**src/rtl/demux1_2_reg.sv**
```systemverilog
// ============================================================================
// Module   : demux1_2_reg
// Brief    : Registered 1-to-2 demultiplexer, one-entry valid/ready buffer per
//            lane. Optional per-lane accept counters under `DEMUX_CNT_EN`.
// Revision : 1.0
// ============================================================================
`default_nettype none

module demux1_2_reg #(
  parameter int WIDTH     = 32,
  parameter int CNT_WIDTH = 16
) (
  input  logic             clk,
  input  logic             rst_n,
  input  logic [WIDTH-1:0] in,
  input  logic             sel,
  input  logic             in_valid,
  output logic             in_ready,
  output logic [WIDTH-1:0] outa,
  output logic             outa_valid,
  input  logic             outa_ready,
  output logic [WIDTH-1:0] outb,
  output logic             outb_valid,
  input  logic             outb_ready
`ifdef DEMUX_CNT_EN
  ,
  output logic [CNT_WIDTH-1:0] cnt_a,
  output logic [CNT_WIDTH-1:0] cnt_b
`endif
);

  logic [WIDTH-1:0] r_data_a;
  logic [WIDTH-1:0] r_data_b;
  logic             r_full_a;
  logic             r_full_b;

  logic w_ready_a;
  logic w_ready_b;
  logic w_in_fire;
  logic w_wr_a;
  logic w_wr_b;
  logic w_drain_a;
  logic w_drain_b;

  // A lane can take a word when empty or when it is being drained this cycle.
  assign w_ready_a = ~r_full_a | outa_ready;
  assign w_ready_b = ~r_full_b | outb_ready;
  assign in_ready  = sel ? w_ready_b : w_ready_a;

  assign w_in_fire = in_valid & in_ready;
  assign w_wr_a    = w_in_fire & ~sel;
  assign w_wr_b    = w_in_fire &  sel;
  assign w_drain_a = r_full_a & outa_ready;
  assign w_drain_b = r_full_b & outb_ready;

  always_ff @(posedge clk or negedge rst_n) begin
    if (!rst_n) begin
      r_data_a <= '0;
      r_full_a <= 1'b0;
    end else if (w_wr_a) begin
      r_data_a <= in;
      r_full_a <= 1'b1;
    end else if (w_drain_a) begin
      r_full_a <= 1'b0;
    end
  end

  always_ff @(posedge clk or negedge rst_n) begin
    if (!rst_n) begin
      r_data_b <= '0;
      r_full_b <= 1'b0;
    end else if (w_wr_b) begin
      r_data_b <= in;
      r_full_b <= 1'b1;
    end else if (w_drain_b) begin
      r_full_b <= 1'b0;
    end
  end

  assign outa       = r_data_a;
  assign outa_valid = r_full_a;
  assign outb       = r_data_b;
  assign outb_valid = r_full_b;

`ifdef DEMUX_CNT_EN
  logic [CNT_WIDTH-1:0] r_cnt_a;
  logic [CNT_WIDTH-1:0] r_cnt_b;

  // Counters track accepts only; they wrap naturally at 2^CNT_WIDTH.
  always_ff @(posedge clk or negedge rst_n) begin
    if (!rst_n) begin
      r_cnt_a <= '0;
      r_cnt_b <= '0;
    end else begin
      if (w_wr_a) r_cnt_a <= r_cnt_a + 1'b1;
      if (w_wr_b) r_cnt_b <= r_cnt_b + 1'b1;
    end
  end

  assign cnt_a = r_cnt_a;
  assign cnt_b = r_cnt_b;
`endif

endmodule

`default_nettype wire

```
**config.mk**
```make
export PLATFORM = sky130hd
export DESIGN_NAME = demux1_2_reg
export DESIGN_NICKNAME = d
export VERILOG_FILES = /design/src/rtl/demux1_2_reg.sv
export SDC_FILE = /design/constraint.sdc
export NUM_CORES = 1
export LEC_CHECK = 0
export ABC_AREA = 1
export BUFFER_PORTS_ARGS = -buffer_cell sky130_fd_sc_hd__buf_2
export CAP_MARGIN = 20
export CORE_UTILIZATION = 50
export CTS_CLUSTER_SIZE = 10
export DETAILED_ROUTE_END_ITERATION = 10
export HOLD_SLACK_MARGIN = 0.1
export PLACE_DENSITY = 0.88
export REMOVE_ABC_BUFFERS = 1
export SYNTH_ARGS = -nofsm -noshare
export SYNTH_HDL_FRONTEND = slang
export SYNTH_SLANG_ARGS = --single-unit
export TNS_END_PERCENT = 30
```
**constraint.sdc**
```tcl
create_clock -name clk -period 1.65 [get_ports clk]
set_input_delay 0.2475 -clock clk [delete_from_list [all_inputs] [get_ports clk]]
set_output_delay 0.2475 -clock clk [all_outputs]
set_load 0.005 [all_outputs]
```
==> impl_metrics.json <==
{
  "maxSlewViolCount": 0,
  "remaining_drc_errors": 0,
  "antenna_found_initial": 0,
  "synth_area_um2": 2710,
  "drive_gt1_share_pct": 33.8,
  "maxCapViolCount": 0,
  "drtPass1Iterations": 5,
  "cts_resized": 0,
  "layout.cell_area.non_filler_um2": 3530,
  "leakagePower_nw": 2.02,
  "placed_cells": 461,
  "setup_violations": 0,
  "clkTransAtPathRegs_ns": 0.07,
  "vdd_drop_max_v": 0.000534,
  "cts_root_buf": "clkbuf_8",
  "dpl.hpwl_um": 5050,
  "cts_buffers": 9,
  "synth-simple-area-share_pct": 34.1,
  "cp-end-kind": "output port",
  "outcome": "finished clean",
  "die_w_um": 75.7,
  "clockBufferDepth": 2,
  "synth_top_family_by_area": "simple AND/OR/NAND/NOR gates",
  "dpl_worst_slack_ns": 0.420,
  "port_buffers": 104,
  "cts_tree": "done",
  "antenna_cells": 0,
  "synth_xor_xnor_area_share_pct": 0,
  "worstSetupPathType": "flop to output port",
  "synthCells": 296,
  "synth_warnings": 0,
  "p_total_mw": 4.06,
  "synthAdderAreaFrac_pct": 0,
  "die_height_um": 75.7,
  "stdcell_count": 478,
  "fmax_mhz": 662,
  "fin_skew_ns": 0.00564,
  "grtUsageTotal_pct": 28.0,
  "worst_pin_slew_ns": 0.375,
  "num_rows": 26,
  "grt_max_degree": 67,
  "clk_latency_ns": 0.32,
  "dr.first_iter.drc_count": 226,
  "hold_viol": 0,
  "core-area_um2": 5170,
  "avgSynthCellArea_um2": 9.17,
  "pin_count": 105,
  "initial_core_util_pct": 52.5,
  "synth_compound_area_share_pct": 0,
  "nets": 441,
  "ys_seq_area_share_pct": 60.9,
  "ant_nets": 0,
  "wl_um": 7400,
  "rsz0062_at_grt": "false",
  "path_max_fanout": 13,
  "tns_ns": 0,
  "arrival_ns": 1.26,
  "dpl-instance-area_um2": 3340,
  "htree_num_levels": 3,
  "synth.distinct_cells": 11,
  "muxShareOfSynthArea_pct": 0,
  "hold_class": "primary input to flop",
  "cts.sinks": 66,
  "gp_congestion": 0.798,
  "ys_ff_latch": 66,
  "cellPowerDensity_nw_per_um2": 1150,
  "grt-ovfl-total": 0,
  "grt_pass1_vias": 2442,
  "period_needed_ns": 1.51,
  "syn_to_final_growth_pct": 30.0,
  "wl_per_cell_um": 15.5,
  "via_per_inst": 5.54,
  "fin_ws_ns": 0.140,
  "slew_headroom_pct": 75.0,
  "die_area_um2": 5730,
  "finalCritPeriodShare_pct": 91.5,
  "route.vias.total": 2648,
  "worstPathRequired_ns": 1.40,
  "grt_pass1_wl_um": 11600,
  "startpoint_type": "flop"
}
==> report_power, final <==
group	internal (mW)	leakage (nW)	switching, mW	total [mW]
clock network	0.666	0.0965	0.580	1.25
registers	1.87	0.818	0.150	2.02
logic	0.349	1.11	0.438	0.787
total	2.89	2.02	1.17	4.06
==> routing by layer <==
metal	vias up	global-route usage [%]	wire [um]
met5	-	0	0
met2	145	44.2	3530
li1	1220	-	-
met4	0	12.8	106
met1	1270	36.1	3220
met3	13	7.80	547
==> Yosys cell counts <==
cell type | instances | area share (%)
inv_1 | 2 | 0.28
nand2_2 | 1 | 0.23
inv_2 | 1 | 0.14
nand2_1 | 134 | 19
nand3_1 | 1 | 0.18
nand4_1 | 64 | 15
buf_4 | 1 | 0.28
dfrtp_1 | 66 | 61
nand3_2 | 1 | 0.37
clkbuf_1 | 5 | 0.69
buf_2 | 20 | 3.7
==> registers in the layout, summed over array words and instances (netlist names) <==
register and flops:
outa 32, outb_valid 1, outb 32, outa_valid 1
==> cell type report <==
type / instances / area, um^2
clock inverters: 2 / 10.0
multi-input cells: 201 / 925
flip-flops and latches: 66 / 1650
well taps: 70 / 87.6
repair buffers: 122 / 671
clock buffers: 14 / 173
inverters: 3 / 11.3
fillers: 410 / 1640
==> worst paths after layout <==
kind	start	cells past startpoint	end	slack (ns)
setup / recovery	outb_valid	4	in_ready	0.14
hold / removal	in[16]	3	outb[16]	0.18
setup reg to reg	outb_valid	5	outb[26]	0.40
hold reg to reg	outa[30]	2	outa[30]	0.47
max in group asynchronous	rst_n	3	outb[27]	0.89
min in group asynchronous	rst_n	3	outb[14]	0.47
==> cell usage in the layout (no fill, tap or decap) <==
cell type      instances
buf_2                104
clkbuf_1               2
buf_4                 16
nand2_1              134
clkbuf_8              12
inv_1                  2
buf_12                 1
dlygate4sd3_1          1
nand3_2                1
clkinv_2               2
inv_2                  1
nand2_2                1
nand4_1               64
dfrtp_1               66
nand3_1                1
==> logic make-up (layout without fill, tap and decap cells) <==
kind of cell | count (synthesis) | in the layout
simple gates | 201 | 201
flops | 66 | 66
buf+inv | 29 | 141
==> critical path, cell delays in order (launching register included) <==
cell and delay, ns:
dfrtp_1 0.40, nand2_2 0.22, nand2_1 0.10, nand2_1 0.10, buf_2 0.11
==> what timing repair did <==
action / 4_1_cts / 5_1_grt
hold endpoints to repair: 66 / 0
hold buffers: 1 / 0
buffers inserted: 0 / 0
==> stage by stage <==
stage                     utilization, %  hold WS, ns
after detailed placement            64.5        0.287
after floorplan                        -      -0.0481
after global routing                68.2        0.175
final                               68.2        0.176
after CTS                           68.2        0.169
after global placement              64.5        0.289
(Power assumes the default switching activity.)
